==> src/rtl/axis_to_pull_pkg.sv <==
// ============================================================================
// Module : axis_to_pull_pkg
// Brief  : Shared state encoding, level arithmetic and width helpers for the
//          axis_to_pull stream-to-pull converter.
// Rev    : 1.0  initial release
// ============================================================================
`default_nettype none

package axis_to_pull_pkg;

    typedef enum logic [0:0] {
        PRIMING = 1'b0,
        RUNNING = 1'b1
    } state_t;

    // Width of a counter that must hold 0..depth inclusive.
    function automatic int level_width(input int depth);
        return $clog2(depth + 1);
    endfunction

    // Width of a pointer addressing 0..depth-1; never collapses below one bit.
    function automatic int ptr_width(input int depth);
        return (depth > 1) ? $clog2(depth) : 1;
    endfunction

    function automatic logic [31:0] next_level(
        input logic [31:0] level,
        input logic        pull,
        input logic        push
    );
        return level - 32'(pull) + 32'(push);
    endfunction

endpackage

`default_nettype wire

==> src/rtl/axis_to_pull_ram.sv <==
// ============================================================================
// Module : axis_to_pull_ram
// Brief  : DEPTH x WIDTH register-array FIFO storage with wrapping write/read
//          pointers and a registered read port. Storage itself is not reset.
// Rev    : 1.0  initial release
// ============================================================================
`default_nettype none

module axis_to_pull_ram
    import axis_to_pull_pkg::*;
#(
    parameter int WIDTH = 8,
    parameter int DEPTH = 4
) (
    input  logic             clock,
    input  logic             reset,
    input  logic             wr_en_i,
    input  logic [WIDTH-1:0] wr_data_i,
    input  logic             rd_en_i,
    output logic [WIDTH-1:0] rd_data_o
);

    localparam int                   PTR_WIDTH = ptr_width(DEPTH);
    localparam logic [PTR_WIDTH-1:0] PTR_LAST  = PTR_WIDTH'(DEPTH - 1);

    logic [WIDTH-1:0]     mem_q [DEPTH];
    logic [PTR_WIDTH-1:0] wr_ptr_q;
    logic [PTR_WIDTH-1:0] wr_ptr_d;
    logic [PTR_WIDTH-1:0] rd_ptr_q;
    logic [PTR_WIDTH-1:0] rd_ptr_d;
    logic [WIDTH-1:0]     rd_data_q;
    logic [WIDTH-1:0]     rd_data_d;

    // DEPTH need not be a power of two, so wrap explicitly at the last slot.
    function automatic logic [PTR_WIDTH-1:0] ptr_inc(input logic [PTR_WIDTH-1:0] ptr);
        return (ptr == PTR_LAST) ? '0 : ptr + 1'b1;
    endfunction

    always_comb begin
        wr_ptr_d  = wr_ptr_q;
        rd_ptr_d  = rd_ptr_q;
        rd_data_d = rd_data_q;
        if (wr_en_i) begin
            wr_ptr_d = ptr_inc(wr_ptr_q);
        end
        if (rd_en_i) begin
            rd_ptr_d  = ptr_inc(rd_ptr_q);
            rd_data_d = mem_q[rd_ptr_q];
        end
    end

    always_ff @(posedge clock) begin
        if (reset) begin
            wr_ptr_q  <= '0;
            rd_ptr_q  <= '0;
            rd_data_q <= '0;
        end else begin
            wr_ptr_q  <= wr_ptr_d;
            rd_ptr_q  <= rd_ptr_d;
            rd_data_q <= rd_data_d;
        end
    end

    always_ff @(posedge clock) begin
        if (wr_en_i) begin
            mem_q[wr_ptr_q] <= wr_data_i;
        end
    end

    assign rd_data_o = rd_data_q;

endmodule

`default_nettype wire

==> src/rtl/axis_to_pull.sv <==
// ============================================================================
// Module : axis_to_pull
// Brief  : AXI-stream to rate-locked pull converter. Buffers elements, primes
//          to PRIME entries before serving, flags sticky underflow.
// Config : AXIS_TO_PULL_REPRIME_EN - when defined, an underflow returns the
//          block to PRIMING; otherwise it keeps RUNNING.
// Rev    : 1.0  initial release
// ============================================================================
`default_nettype none

module axis_to_pull
    import axis_to_pull_pkg::*;
#(
    parameter int WIDTH       = 8,
    parameter int DEPTH       = 4,
    parameter int PRIME       = 2,
    parameter int LEVEL_WIDTH = level_width(DEPTH)
) (
    input  logic                   clock,
    input  logic                   reset,
    output logic                   underflow,
    output logic [LEVEL_WIDTH-1:0] level,
    input  logic [WIDTH-1:0]       idata,
    input  logic                   ivalid,
    output logic                   iready,
    output logic [WIDTH-1:0]       odata,
    output logic                   ovalid,
    input  logic                   oenable
);

    localparam logic [LEVEL_WIDTH-1:0] LEVEL_FULL  = LEVEL_WIDTH'(DEPTH);
    localparam logic [LEVEL_WIDTH-1:0] LEVEL_PRIME = LEVEL_WIDTH'(PRIME);

    state_t                 state_q;
    state_t                 state_d;
    logic [LEVEL_WIDTH-1:0] level_q;
    logic [LEVEL_WIDTH-1:0] level_d;
    logic                   iready_q;
    logic                   iready_d;
    logic                   ovalid_q;
    logic                   ovalid_d;
    logic                   underflow_q;
    logic                   underflow_d;

    logic                   itransfer;
    logic                   pull;
    logic                   empty_pull;

    // Pull decisions use the level at the start of the cycle: an element
    // accepted this cycle is not yet visible to the consumer.
    always_comb begin
        itransfer   = ivalid && iready_q;
        pull        = oenable && (state_q == RUNNING) && (level_q != '0);
        empty_pull  = oenable && (state_q == RUNNING) && (level_q == '0);
        level_d     = LEVEL_WIDTH'(next_level(32'(level_q), pull, itransfer));
        iready_d    = (level_d < LEVEL_FULL);
        ovalid_d    = pull;
        underflow_d = underflow_q || empty_pull;
        state_d     = state_q;
        case (state_q)
            PRIMING: begin
                if (level_d >= LEVEL_PRIME) begin
                    state_d = RUNNING;
                end
            end
            RUNNING: begin
`ifdef AXIS_TO_PULL_REPRIME_EN
                if (empty_pull) begin
                    state_d = PRIMING;
                end
`else
                state_d = RUNNING;
`endif
            end
            default: state_d = PRIMING;
        endcase
    end

    always_ff @(posedge clock) begin
        if (reset) begin
            state_q     <= PRIMING;
            level_q     <= '0;
            iready_q    <= 1'b0;
            ovalid_q    <= 1'b0;
            underflow_q <= 1'b0;
        end else begin
            state_q     <= state_d;
            level_q     <= level_d;
            iready_q    <= iready_d;
            ovalid_q    <= ovalid_d;
            underflow_q <= underflow_d;
        end
    end

    axis_to_pull_ram #(
        .WIDTH (WIDTH),
        .DEPTH (DEPTH)
    ) u_ram (
        .clock     (clock),
        .reset     (reset),
        .wr_en_i   (itransfer),
        .wr_data_i (idata),
        .rd_en_i   (pull),
        .rd_data_o (odata)
    );

    assign level     = level_q;
    assign iready    = iready_q;
    assign ovalid    = ovalid_q;
    assign underflow = underflow_q;

endmodule

`default_nettype wire

==> config.mk <==
export PLATFORM = sky130hd
export DESIGN_NAME = axis_to_pull
export DESIGN_NICKNAME = d
export VERILOG_FILES = /design/src/rtl/axis_to_pull_pkg.sv /design/src/rtl/axis_to_pull_ram.sv /design/src/rtl/axis_to_pull.sv
export SDC_FILE = /design/constraint.sdc
export NUM_CORES = 1
export LEC_CHECK = 0
export BUFFER_PORTS_ARGS = -buffer_cell sky130_fd_sc_hd__buf_2
export CORE_UTILIZATION = 45
export CTS_BUF_LIST = sky130_fd_sc_hd__clkbuf_4 sky130_fd_sc_hd__clkbuf_8 sky130_fd_sc_hd__clkbuf_16
export CTS_CLUSTER_DIAMETER = 200
export DETAILED_ROUTE_END_ITERATION = 16
export HOLD_SLACK_MARGIN = 0.05
export PLACE_DENSITY = 0.76
export SLEW_MARGIN = 20
export SYNTH_ARGS = -nofsm -noshare
export SYNTH_HDL_FRONTEND = slang
export SYNTH_HIERARCHICAL = 1
export SYNTH_SLANG_ARGS = --single-unit
==> constraint.sdc <==
create_clock -name clock -period 2.1 [get_ports clock]
set_input_delay 0.525 -clock clock [delete_from_list [all_inputs] [get_ports clock]]
set_output_delay 0.525 -clock clock [all_outputs]
set_load 0.1 [all_outputs]
==> results of run 1 <==
==> path summary, 6_finish.rpt <==
path                                start           endpoint  slack [ns]  depth (start not counted)
worst max-delay path             level[2]             iready      -0.004                         10
worst min-delay path             idata[4]  u_ram/mem_q[1][4]        0.43                          1
worst max register to register   level[2]             iready      -0.004                         10
worst min register to register  underflow          underflow        0.47                          2
==> registers in the layout, summed over array words and instances (netlist names) <==
signal and flops:
u_ram/mem_q 32, u_ram/rd_data_o 8, level 3, u_ram/rd_ptr_q 2
u_ram/wr_ptr_q 2, iready 1, ovalid 1, state_q 1
underflow 1
==> Yosys cell counts (4+ instances only) <==
cell type and n:
edfxtp_1 32, or3b_2 7, or3b_1 4, dfxtp_1 19, o221ai_1 7, and2_1 4
nor2_1 6, ha_1 7, mux2i_1 18, inv_1 6
==> critical path, cell delays in order, from the launching register on <==
cell and delay, ns:
dfxtp_4 0.37, nor3_4 0.23, nor2_2 0.06, ha_1 0.27, inv_1 0.06, ha_1 0.13
inv_1 0.05, fa_2 0.37, xor2_2 0.17, xnor2_2 0.15, nor2b_1 0.13
==> routing by layer <==
| metal | wire [um] | share of wire [%] | GRT usage [%] |
|---|---|---|---|
| met1 | 1430 | 41 | 18.9 |
| met4 | 73 | 2.1 | 7.65 |
| met2 | 1840 | 53 | 29.0 |
| met3 | 134 | 3.9 | 5.59 |
| met5 | 0 | 0 | 0 |
==> kinds of logic after synthesis <==
family,share of synthesized area [%]
and+or+nand+nor,9.69
xor gates and xnor gates,0.875
AOI/OAI and AO/OA,4.94
buffers and inverters,3.13
adders and majority gates,5.37
muxes,9.00
DFF,67.0
==> power groups by stage <==
stage / clock, mW / combinational, mW / sequential, mW
floorplan: 0 / 0.267 / 1.58
global placement: 0 / 0.693 / 1.26
detailed placement: 0 / 0.723 / 1.27
CTS: 0.552 / 0.762 / 1.25
global route: 0.600 / 0.834 / 1.25
finish: 0.534 / 0.784 / 1.24
==> timing repair <==
action                                 4_1_cts  5_1_grt
endpoints found under the hold margin        0        0
setup endpoints to repair                    3        3
hold buffers                                 0        0
pin swaps                                    5        0
setup buffers                                2        3
resized for setup                            2        0
==> stage by stage <==
stage / util [%] / power, mW / instances
floorplan: - / 1.85 / 132
global placement: 53.4 / 1.95 / 206
detailed placement: 53.4 / 1.99 / 206
CTS: 56.1 / 2.57 / 216
global route: 56.7 / 2.69 / 219
finish: 56.7 / 2.56 / 219
==> final cells by class <==
cell class	instances	area, um2	area share (%)
flip-flops and latches	51	1360	57.8
inverters	6	22.5	0.959
clock buffers	6	76.3	3.25
well taps	50	62.6	2.66
clock inverters	2	8.76	0.373
repair buffers	34	193	8.20
multi-input cells	70	629	26.8
==> flow_metrics.py, run 1 <==
metrics = {
    "outcome": {
        "status": "complete, but fails checks",
        "violations": "setup timing",
    },
    "drt": {
        "first_iter_violations": 40,
        "post_drt_wl_per_cell_um": 15.9,
        "vias_per_cell": 5.30,
        "postRouteAntennaNets": 0,
        "firstDrtPassIters": 4,
        "vias": 1160,
        "drc": 0,
        "routed_wl_um": 3480,
    },
    "placed_design": {
        "place_worst_setup_slack_ns": -0.223,
        "gp_congestion": 0.740,
        "hpwl_um": 2420,
        "numPortBuffers": 25,
        "place_area_um2": 2210,
    },
    "timing": {
        "fmax_mhz": 475,
        "finalSetupTns_ns": -0.00353,
        "skew_ns": 0.00416,
        "slew_headroom_pct": 66.5,
        "final-hold-violation-count": 0,
        "worst_hold_slack_ns": 0.434,
        "setup_ws_ns": -0.00353,
        "tightestPinTransition_ns": 0.506,
        "slew_viol_final": 0,
        "layout_min_cycle_time_ns": 2.10,
        "finalSetupViolations": 1,
        "period_share_pct": 100,
        "rsz0062_at_grt": "yes",
    },
    "setup_path": {
        "critPathMaxFanout": 3,
        "path_class": "reg2reg",
        "end_kind": "flip-flop",
        "worstPathRequired_ns": 2.29,
        "start_kind": "flip-flop",
        "crit_arrival_ns": 2.29,
    },
    "floorplan": {
        "core_um2": 4140,
        "pin_count": 26,
        "rows": 23,
        "start_util_pct": 48.3,
        "die-area_um2": 4720,
        "die_h_um": 68.7,
        "die_w_um": 68.7,
    },
    "pwr": {
        "p_clk_share_pct": 20.8,
        "p_per_area_nw_per_um2": 1090,
        "leakage_nw": 0.877,
        "vdd_drop_max_uv": 417,
        "internal_power_mw": 1.66,
        "comb_power_share_pct": 30.6,
        "p_seq_share_pct": 48.6,
        "p_sw_mw": 0.899,
        "switching_share_pct": 35.1,
    },
    "synth": {
        "synthDominantCellAreaShare_pct": 48.0,
        "ys_types": 24,
        "synth_largest_area_cell": "edfxtp_1",
        "synth-main-ff-cell": "edfxtp_1",
        "synthCells": 132,
        "synth_nets": 152,
        "synth-seq-cells": 51,
        "synth-edff-count": 32,
        "avgSynthCellArea_um2": 15.2,
        "synthTopCellsByArea": "edfxtp_1 (48%), dfxtp_1 (19%), mux2i_1 (9.0%), ha_1 (4.4%), o221ai_1 (3.1%)",
        "yosysSeqAreaShare_pct": 67.0,
        "syn_area_um2": 2000,
        "synth-async-reset-ratio_pct": 0,
        "ys_warn_count": 6,
    },
    "layout": {
        "drive_above_1_share_pct": 34.3,
        "final_area_um2": 2350,
        "fin_nets": 188,
        "fillers": 344,
        "syn2layout_area_growth_pct": 17.3,
        "mostFrequentLayoutCells": "edfxtp_1 (32), buf_2 (25), mux2i_1 (18)",
        "diodes": 0,
        "final_common_cell": "edfxtp_1",
    },
    "global_route": {
        "grt_pass1_wl_um": 5360,
        "grt_max_degree": 20,
        "track_usage_pct": 16.9,
        "antenna_found_initial": 0,
        "overflow": 0,
        "grt_pass1_vias": 1090,
    },
    "clocking": {
        "cts_root_buffer": "clkbuf_8",
        "clock_path_buffers": 2,
        "cts_tree": "done",
        "clk_pin_slew_worst_paths_ns": 0.08,
        "insertion_delay_ns": 0.30,
        "numClockSinks": 51,
        "numCtsBuffers": 5,
        "cts_max_level": 2,
    },
    "worst_hold_path": {
        "worst_hold_path_type": "in2reg",
    },
    "flow_run": {
        "drv_cap": 0,
    },
}
Note: power is estimated with default switching activity, not from simulation.
==> run 2: changes to the inputs <==
==> constraint.sdc (replaced) <==
create_clock -name clock -period 2.1 [get_ports clock]
set_input_delay 0.63 -clock clock [delete_from_list [all_inputs] [get_ports clock]]
set_output_delay 0.63 -clock clock [all_outputs]
set_load 0.1 [all_outputs]
==> flow_metrics.py, run 2 (synthesis gave the netlist of run 1 again) <==
metrics = {
    "floorplan": {
        "die-area_um2": 4720,
        "rows": 23,
        "core_um2": 4140,
        "pin_count": 26,
        "die_h_um": 68.7,
        "start_util_pct": 48.3,
        "die_w_um": 68.7,
    },
    "drt": {
        "routed_wl_um": 3470,
        "post_drt_wl_per_cell_um": 15.8,
        "vias_per_cell": 5.17,
        "vias": 1133,
        "postRouteAntennaNets": 0,
        "firstDrtPassIters": 4,
        "first_iter_violations": 27,
        "drc": 0,
    },
    "setup_path": {
        "start_kind": "flip-flop",
        "end_kind": "flip-flop",
        "critPathMaxFanout": 3,
        "path_class": "reg2reg",
        "crit_arrival_ns": 2.19,
        "worstPathRequired_ns": 2.29,
        "rrSetupSlack_ns": 0.09,
    },
    "layout": {
        "drive_above_1_share_pct": 38.5,
        "largest_reg_flops": 32,
        "final_area_um2": 2400,
        "diodes": 0,
        "fin_nets": 188,
        "syn2layout_area_growth_pct": 20.1,
        "post-route-util_pct": 58.0,
        "mostFrequentLayoutCells": "edfxtp_1 (32), buf_2 (25), mux2i_1 (18)",
        "final_common_cell": "edfxtp_1",
        "regMostFlops": "u_ram/mem_q",
        "post_layout_nonfiller_instances": 219,
    },
    "pwr": {
        "comb_power_share_pct": 31.9,
        "p_clk_share_pct": 21.6,
        "total_power_mw": 2.70,
        "p_sw_mw": 0.950,
        "vdd_drop_max_uv": 454,
        "leakage_nw": 0.883,
        "switching_share_pct": 35.2,
        "p_seq_share_pct": 46.5,
        "internal_power_mw": 1.75,
        "p_per_area_nw_per_um2": 1120,
    },
    "clocking": {
        "cts_max_level": 2,
        "numCtsBuffers": 5,
        "hold_buffers": 0,
        "insertion_delay_ns": 0.30,
        "cts_tree": "done",
        "numClockSinks": 51,
        "clock_path_buffers": 2,
        "clk_pin_slew_worst_paths_ns": 0.08,
        "cts_root_buffer": "clkbuf_8",
    },
    "timing": {
        "slew_viol_final": 0,
        "period_share_pct": 95.6,
        "fmax_mhz": 498,
        "skew_ns": 0.00649,
        "layout_min_cycle_time_ns": 2.01,
        "finalSetupViolations": 0,
        "final-hold-violation-count": 0,
        "setup_ws_ns": 0.0934,
        "slew_headroom_pct": 67.5,
        "tightestPinTransition_ns": 0.490,
    },
    "outcome": {
        "status": "complete, no violations",
    },
    "flow_run": {
        "drv_cap": 0,
    },
    "global_route": {
        "antenna_found_initial": 0,
        "grt_pass1_vias": 1209,
        "grt_pass1_wl_um": 5460,
        "track_usage_pct": 17.0,
        "overflow": 0,
        "grt_max_degree": 17,
    },
    "worst_hold_path": {
        "worst_hold_path_type": "reg2reg",
    },
    "placed_design": {
        "place_worst_setup_slack_ns": -0.328,
        "hpwl_um": 2410,
        "placed_cells": 208,
        "gp_congestion": 0.656,
        "place_area_um2": 2240,
        "numPortBuffers": 25,
    },
}
## run 2: through the flow
step                TNS [ns]  hold WS [ns]
floorplan             -0.259         0.477
global placement      -0.589         0.442
detailed placement    -0.917         0.457
CTS                        0         0.477
global route        -0.00704         0.503
finish                     0         0.474
## run 2: final cells by class
| type | instances | area [um2] |
|---|---|---|
| Inverter | 6 | 25.0 |
| Timing Repair Buffer | 34 | 193 |
| Fill cell | 340 | 1740 |
| Multi-Input combinational cell | 70 | 669 |
| Clock buffer | 6 | 82.6 |
| Clock inverter | 2 | 16.3 |
| Tap cell | 50 | 62.6 |
| Sequential cell | 51 | 1360 |
## run 2: what timing repair did
| action | CTS | global route |
|---|---|---|
| endpoints found under the setup margin | 3 | 3 |
| pin swaps | 5 | 3 |
| gates resized for setup | 1 | 6 |
| buffers inserted | 2 | 1 |
## run 2: final timing paths
kind                   from   endpoint  cells after the start
setup / recovery   level[1]    state_q                     10
hold / removal    underflow  underflow                      2
setup reg to reg   level[1]    state_q                     10
hold reg to reg   underflow  underflow                      2
## run 2: metal layers
layer	track usage, %	routed length, um
met3	3.95	114
met2	31.1	1860
met4	7.65	62
met5	0	0
met1	18.6	1430
## run 2: worst max-delay path: stages, from the launching register on
cell and delay [ns]:
dfxtp_4 0.36, nor3_4 0.24, nor2_4 0.06, ha_4 0.22, inv_4 0.06, ha_4 0.12, inv_2 0.03, fa_2 0.34
xor2_2 0.17, xnor2_2 0.19, a31oi_1 0.11
## run 2: power by group through the flow
| stage | sequential (mW) | clock (mW) | combinational [mW] |
|---|---|---|---|
| finish | 1.25 | 0.583 | 0.860 |
| global route | 1.26 | 0.642 | 0.921 |
| CTS | 1.25 | 0.600 | 0.801 |
| detailed placement | 1.28 | 0 | 0.756 |
| global placement | 1.27 | 0 | 0.728 |
| floorplan | 1.59 | 0 | 0.275 |
